[src/rtl/cbc_stream_cipher.sv]
// Row-at-a-time XOR block cipher, one BLOCK_SIZE block per cycle, ECB or CBC chaining.
// Define CBC_STREAM_CBC_EN to build the CBC chain; otherwise only ECB is implemented and iv/cbc are ignored.
module cbc_stream_cipher #(
  parameter int BLOCK_SIZE = 32,
  parameter int HSIZE      = 768
) (
  input  logic                  clk,
  input  logic                  rst_n,
  input  logic                  in_valid,
  output logic                  in_ready,
  input  logic                  decrypt,
  input  logic                  cbc,
  input  logic [BLOCK_SIZE-1:0] key,
  input  logic [BLOCK_SIZE-1:0] iv,
  input  logic [HSIZE-1:0]      row_in,
  output logic                  out_valid,
  input  logic                  out_ready,
  output logic [HSIZE-1:0]      row_out,
  output logic                  busy
);

  localparam int NBLK = HSIZE / BLOCK_SIZE;
  localparam int CW   = (NBLK > 1) ? $clog2(NBLK) : 1;
  localparam logic [CW-1:0] LAST = CW'(NBLK - 1);

  typedef enum logic [1:0] {IDLE, RUN, DONE} state_t;

  state_t                  state;
  logic [HSIZE-1:0]        row_reg;
  logic [BLOCK_SIZE-1:0]   key_reg;
  logic [CW-1:0]           cnt;
  logic [BLOCK_SIZE-1:0]   blk_in;
  logic [BLOCK_SIZE-1:0]   blk_out;

`ifdef CBC_STREAM_CBC_EN
  logic [BLOCK_SIZE-1:0]   chain;
  logic                    dec_reg;
  logic                    cbc_reg;
`else
  logic                    unused_inputs;
  assign unused_inputs = ^{iv, cbc, decrypt};
`endif

  always_comb begin
    blk_in  = row_reg[cnt*BLOCK_SIZE +: BLOCK_SIZE];
    blk_out = blk_in ^ key_reg;
`ifdef CBC_STREAM_CBC_EN
    if (cbc_reg) blk_out = blk_out ^ chain;
`endif
  end

  always_ff @(posedge clk or negedge rst_n) begin
    if (!rst_n) begin
      state     <= IDLE;
      cnt       <= '0;
      row_reg   <= '0;
      key_reg   <= '0;
      row_out   <= '0;
      out_valid <= 1'b0;
      busy      <= 1'b0;
      in_ready  <= 1'b1;
`ifdef CBC_STREAM_CBC_EN
      chain     <= '0;
      dec_reg   <= 1'b0;
      cbc_reg   <= 1'b0;
`endif
    end else begin
      case (state)
        IDLE: begin
          if (in_valid) begin
            row_reg  <= row_in;
            key_reg  <= key;
            cnt      <= '0;
            in_ready <= 1'b0;
            busy     <= 1'b1;
            state    <= RUN;
`ifdef CBC_STREAM_CBC_EN
            chain    <= iv;
            dec_reg  <= decrypt;
            cbc_reg  <= cbc;
`endif
          end
        end
        RUN: begin
          row_out[cnt*BLOCK_SIZE +: BLOCK_SIZE] <= blk_out;
`ifdef CBC_STREAM_CBC_EN
          chain <= dec_reg ? blk_in : blk_out;
`endif
          if (cnt == LAST) state <= DONE;
          else             cnt   <= cnt + 1'b1;
        end
        DONE: begin
          // out_valid rises one cycle after DONE entry; exit waits for it so a row is never dropped unseen
          if (!out_valid) begin
            out_valid <= 1'b1;
          end else if (out_ready) begin
            out_valid <= 1'b0;
            busy      <= 1'b0;
            in_ready  <= 1'b1;
            state     <= IDLE;
          end
        end
        default: state <= IDLE;
      endcase
    end
  end

endmodule
[config.mk]
export PLATFORM = sky130hd
export DESIGN_NAME = cbc_stream_cipher
export DESIGN_NICKNAME = d
export VERILOG_FILES = /design/src/rtl/cbc_stream_cipher.sv
export SDC_FILE = /design/constraint.sdc
export NUM_CORES = 2
export LEC_CHECK = 0
export ABC_AREA = 0
export CAP_MARGIN = 40
export CORE_AREA = 2 2 619 621
export CTS_CLUSTER_SIZE = 10
export DETAILED_ROUTE_END_ITERATION = 8
export DIE_AREA = 0 0 621 623
export PLACE_DENSITY = 0.39
export SYNTH_ARGS = -nofsm -noshare
export SYNTH_HDL_FRONTEND = slang
export SYNTH_SLANG_ARGS = --single-unit
[constraint.sdc]
create_clock -name clk -period 4.46 [get_ports clk]
set_input_delay 0.669 -clock clk [delete_from_list [all_inputs] [get_ports clk]]
set_output_delay 0.669 -clock clk [all_outputs]
set_load 0.02 [all_outputs]
Word level (Yosys, flattened, before mapping)

Cells that the tools add are included.

Output and inout bits: 771
Word-level logic and storage cells: 48
Bits of input ports: 838
Bits in registers: 1,578

Shift operators: 3
Reduce and logical (&&, ||, !) cells: 7
Multiplexer cells: 19
Bitwise operators: 1
Equality and inequality tests: 8
Add/subtract/negate cells: 2

Operators with widths:

| operator                                                                  | count |
|---|---|
| 768-bit bitwise mux                                                       | 1 |
| 32-bit by 34-bit variable shift with 768-bit output, first input constant | 1 |
| 32-bit by 34-bit indexed part select with 768-bit output                  | 1 |
| 768-bit by 11-bit indexed part select with 32-bit output                  | 1 |
| 10-bit negator with 34-bit output                                         | 1 |
| 32-bit XOR                                                                | 1 |
| 5-bit two-way mux                                                         | 2 |
| 2-bit != test, second input constant                                      | 5 |
| 5-bit case mux with 2 select lines                                        | 1 |
| 1-bit two-way mux                                                         | 8 |
| 2-bit two-way mux                                                         | 4 |
| 4-bit AND reduction                                                       | 2 |
| 2-bit case mux with 3 select lines                                        | 1 |
| 5-bit by 1-bit adder with 5-bit output, second input constant             | 1 |
| 5-bit equality test, second input constant                                | 1 |
| 1-bit case mux with 2 select lines                                        | 2 |
| 2-bit nonzero test                                                        | 2 |
| 3-bit AND reduction                                                       | 1 |
| 2-bit by 1-bit equality test with 1-bit output, second input constant     | 1 |
| 2-bit equality test, second input constant                                | 1 |
| 2-bit zero test                                                           | 1 |
| 2-bit AND reduction                                                       | 1 |

Longest topological paths before layout

Depth after elaboration: 4
Depth in mapped cells: 15
Mapped depth without buffers: 9

Least setup slack after synthesis

OpenSTA, ideal clock, no wires.

Path type: reg2reg
Start: register cnt[1]
End: register row_out[130]
Setup time: 125 ps
Path buffers: 5
Path slack: 947 ps
Stages on the path, launching flop included: 15
Period minus slack after synthesis: 3,513 ps
Data arrival time: 3,389 ps
Data required time: 4,335 ps
Cells stage by stage: dfrtp_1 buf_4 buf_2 buf_4 buf_2 inv_1 ha_1 and2_1 ha_1 nor3b_1 o311a_1 nand4_1 nor3_1 clkbuf_1 mux2_2

Longest elaborated chain between the ends: 4
Elaborated cells between the ends (all ways): 6
Classes of those cells: 1 x add/sub; 3 x shift; 1 x mux; 1 x bitwise

RTL lines:

| item                                                     | RTL line | RTL |
|---|---|---|
| from (decl)                                              | 31       | `logic [CW-1:0] cnt;` |
| from (signal assigned)                                   | 90       | `else cnt <= cnt + 1'b1;` |
| 768-bit by 11-bit indexed part select with 32-bit output | 45       | `blk_in = row_reg[cnt*BLOCK_SIZE +: BLOCK_SIZE];` |
| 32-bit XOR                                               | 46       | `blk_out = blk_in ^ key_reg;` |
| 32-bit by 34-bit indexed part select with 768-bit output | 85       | `row_out[cnt*BLOCK_SIZE +: BLOCK_SIZE] <= blk_out;` |
| 768-bit bitwise mux *                                    | 85       |  |
| to (signal, indexed assignment)                          | 85       |  |
| to (decl)                                                | 18       | `output logic [HSIZE-1:0] row_out,` |

Mark *: on every way between the ends. The rest lies on a longest branch, timed or not.
A chain may end at the register's enable or synchronous reset.

Worst setup path in the final report

Start: register cnt[1]
End: register row_out[486]

Same word-level chain as after synthesis.

==> flow_summary_export.csv <==
group,metric,value,unit
logic_synthesis,avgSynthCellArea,11.3,µm²
setup_path,rrSetupSlack,0.63,ns
run_status,status,"complete, no violations",
timing,finalSetupViolCount,0,
layout,multi_input_area,25400,µm²
setup_path,crit_chain,"buf_12 -> buf_4 -> mux2_2 -> a222oi_1 -> buf_4 -> nand4_1 -> o211ai_4 -> buf_4 -> mux2_2",
global_route,grt_overflow_total,0,
placement,post-place-cells,12300,
global_route,grt_max_degree,151,
die,coreArea,381000,µm²
layout,finalNetCount,8266,
timing,hold_viol_final,0,
placement,hpwlAfterDp,262000,µm
routing,viasPerCell,4.06,
logic_synthesis,yosys-top-cells-area,"dfrtp_1 60%, mux2_2 15%, nand2_1 14%",
routing,routed.top_layer,"met5",
setup_path,cp_max_fo,32,
die,die_area,387000,µm²
placement,placed_area,89400,µm²
layout,register_area,39500,µm²
logic_synthesis,seq_area_frac_synth,59.7,%
layout,final_cells,12600,
timing,setup_tns,0,ns
clock_tree,clockBufferDepth,4,
clock_tree,path_clk_slew,0.06,ns
timing,grt_setup_unrepaired,"no",
logic_synthesis,ys_async_sr_fraction,100,%
timing,fmax,261,MHz
routing,vias,51300,
layout,fin_area,95900,µm²
setup_path,r2r_end,"row_out[486]$_DFFE_PN0P_",
logic_synthesis,synth_top_area_share,59.6,%
setup_path,cp-startpoint,"cnt[1]$_DFFE_PN0P_",
die,initial_core_util,17.4,%
placement,globalplace.congestion,0.793,
min_path,min_from,"row_in[461]",
setup_path,critPathArrivalTime,4.61,ns
setup_path,crit_top_cell,"buf_4",
routing,route.detailed.drc,0,
die,die_height,623,µm
die,die_width,621,µm
timing,finalMaxSlewViolations,0,
power,total_leakage_power,0.0429,µW
setup_path,critPathCapture,"row_out[486]$_DFFE_PN0P_",
routing,ant_nets,0,
die,pin_count,1609,
timing,relSlewSlack,30.2,%
routing,drt_iter0_markers,3027,
logic_synthesis,synth_nets,6700,
routing,wl_met1,129000,µm
clock_tree,clkLatencyLatePin,0.91,ns
layout,final_cell_mix,"2440 x nand2_1, 1573 x clkdlybuf4s50_1, 1572 x dfrtp_1",
global_route,antenna_found_initial,172,
routing,wl_met3,17800,µm
min_path,hold_path.class,"primary input to register",
logic_synthesis,synthCells,5859,
setup_path,slowest_stage,"a222oi_1",
die,rows,227,
placement,port_buffers,1574,
timing,period_share,85.9,%
routing,route.met2.wl,187000,µm
setup_path,slowest_delay,0.73,ns
timing,worstMarginPinSlew,1.05,ns
logic_synthesis,synth_warnings,0,
logic_synthesis,synth_edf_count,0,
power,ir_worst_vdd,0.000654,V
routing,wl,349000,µm
logic_synthesis,synth_cell_type_count,50,
timing,finalClockSkew,0.0709,ns
routing,drt_first_pass_iters,6,
setup_path,end_kind,"register",
setup_path,r2r-start,"cnt[1]$_DFFE_PN0P_",
clock_tree,clockRootBuffer,"clkbuf_16",
clock_tree,cts.sinks,1578,
routing,wire_per_inst,27.6,µm
layout,mostFrequentLayoutCell,"nand2_1",
power,power_density,855,nW/µm²
global_route,grt_usage,17.5,%
clock_tree,cts_tree,"built",
logic_synthesis,synth_area,66200,µm²
setup_path,r2r_cells,9,
layout,syn_to_final_growth,44.9,%
clock_tree,cts_buffers,203,
global_route,grt_pass1_vias,54300,
layout,drive_gt1_share,20.1,%
logic_synthesis,ys_seq_elements,1578,
layout,num-fill-cells,40400,
setup_path,critPathRequiredTime,5.23,ns
clock_tree,post_cts_resized,0,
setup_path,crit_type,"register to register",
setup_path,start_kind,"register",
layout,final_util,25.2,%
job,drv_cap,0,
clock_tree,htree_levels,4,
global_route,grt_pass1_wl,470000,µm
logic_synthesis,yosysTopAreaCell,"dfrtp_1",
timing,fin_crit,3.83,ns
logic_synthesis,synth_flop_cell,"dfrtp_1",
## cell usage after synthesis (20+ instances only)
cell type,instances
o211ai_2,31
mux2i_1,71
and3_1,32
mux4_2,100
a22oi_1,30
nand4_1,65
nand2_1,2440
clkbuf_1,222
o22a_1,31
buf_2,145
nor2_1,20
mux2_2,865
a21oi_1,29
buf_1,25
dfrtp_1,1577
a222oi_1,29
## stage by stage
step | setup slack [ns] | power [µW] | hold slack (ns)
after detailed placement | 0.500 | 68000 | 0.455
after global placement | 0.264 | 67300 | 0.453
after global routing | 0.443 | 86900 | 0.237
final | 0.628 | 82000 | 0.307
after CTS | 0.485 | 84600 | 0.192
after floorplan | 0.947 | 42400 | 0.373
## area by class of cell
type	count	area share [%]
Inverter	6	0.0235
Timing Repair Buffer	1770	19.0
Clock buffer	291	5.97
Tap cell	5038	6.57
Multi-Input combinational cell	3866	26.5
Clock inverter	38	0.632
Antenna cell	60	0.157
Sequential cell	1578	41.2
## worst max-delay path: cells and delay by family, from the launching register on
family | cells | cell delay, ns
buffers and inverters | 4 | 1.34
AO/OA/AOI/OAI | 2 | 0.85
multiplexers | 2 | 0.65
flip-flops | 1 | 0.62
AND/OR/NAND/NOR | 1 | 0.15
## power by group
part	total [µW]	internal, µW	leakage [µW]	switching [µW]
registers	24400	20700	0.0200	3720
logic	41500	15900	0.0198	25600
clock network	16100	9380	0.00306	6750
## cells by family after synthesis
kind of cell,count (synthesis),synth area share (%)
flip-flops,1578,59.7
AO/OA/AOI/OAI,200,2.60
XOR/XNOR,8,0.106
adder cells (fa/ha/maj),3,0.0567
multiplexers,1055,19.5
buffers and inverters,415,2.74
AND/OR/NAND/NOR,2600,15.3
## repair_timing
action                    in CTS  in global routing
hold buffers                   1                  0
hold endpoints to repair      71                  0
setup buffers                  0                  0
## how the worst min path moves through the flow
stage | endpoint | slack [ns] | cells after the start
finish | row_reg[461]$_DFFE_PN0P_ | 0.31 | 3
global route | key_reg[16]$_DFFE_PN0P_ | 0.24 | 3
CTS | key_reg[16]$_DFFE_PN0P_ | 0.19 | 3
detailed placement | in_ready$_DFFE_PN1P_ | 0.45 | 2
global placement | row_reg[632]$_DFFE_PN0P_ | 0.45 | 2
floorplan | busy$_DFFE_PN0P_ | 0.37 | 0
## routing by layer
layer  up-vias  track usage, %
met4        92            6.58
met1     26400            19.1
li1      22700               -
met3       592            3.66
met5         -               0
met2      1583            33.1
Power figures use the tool's default switching activity.
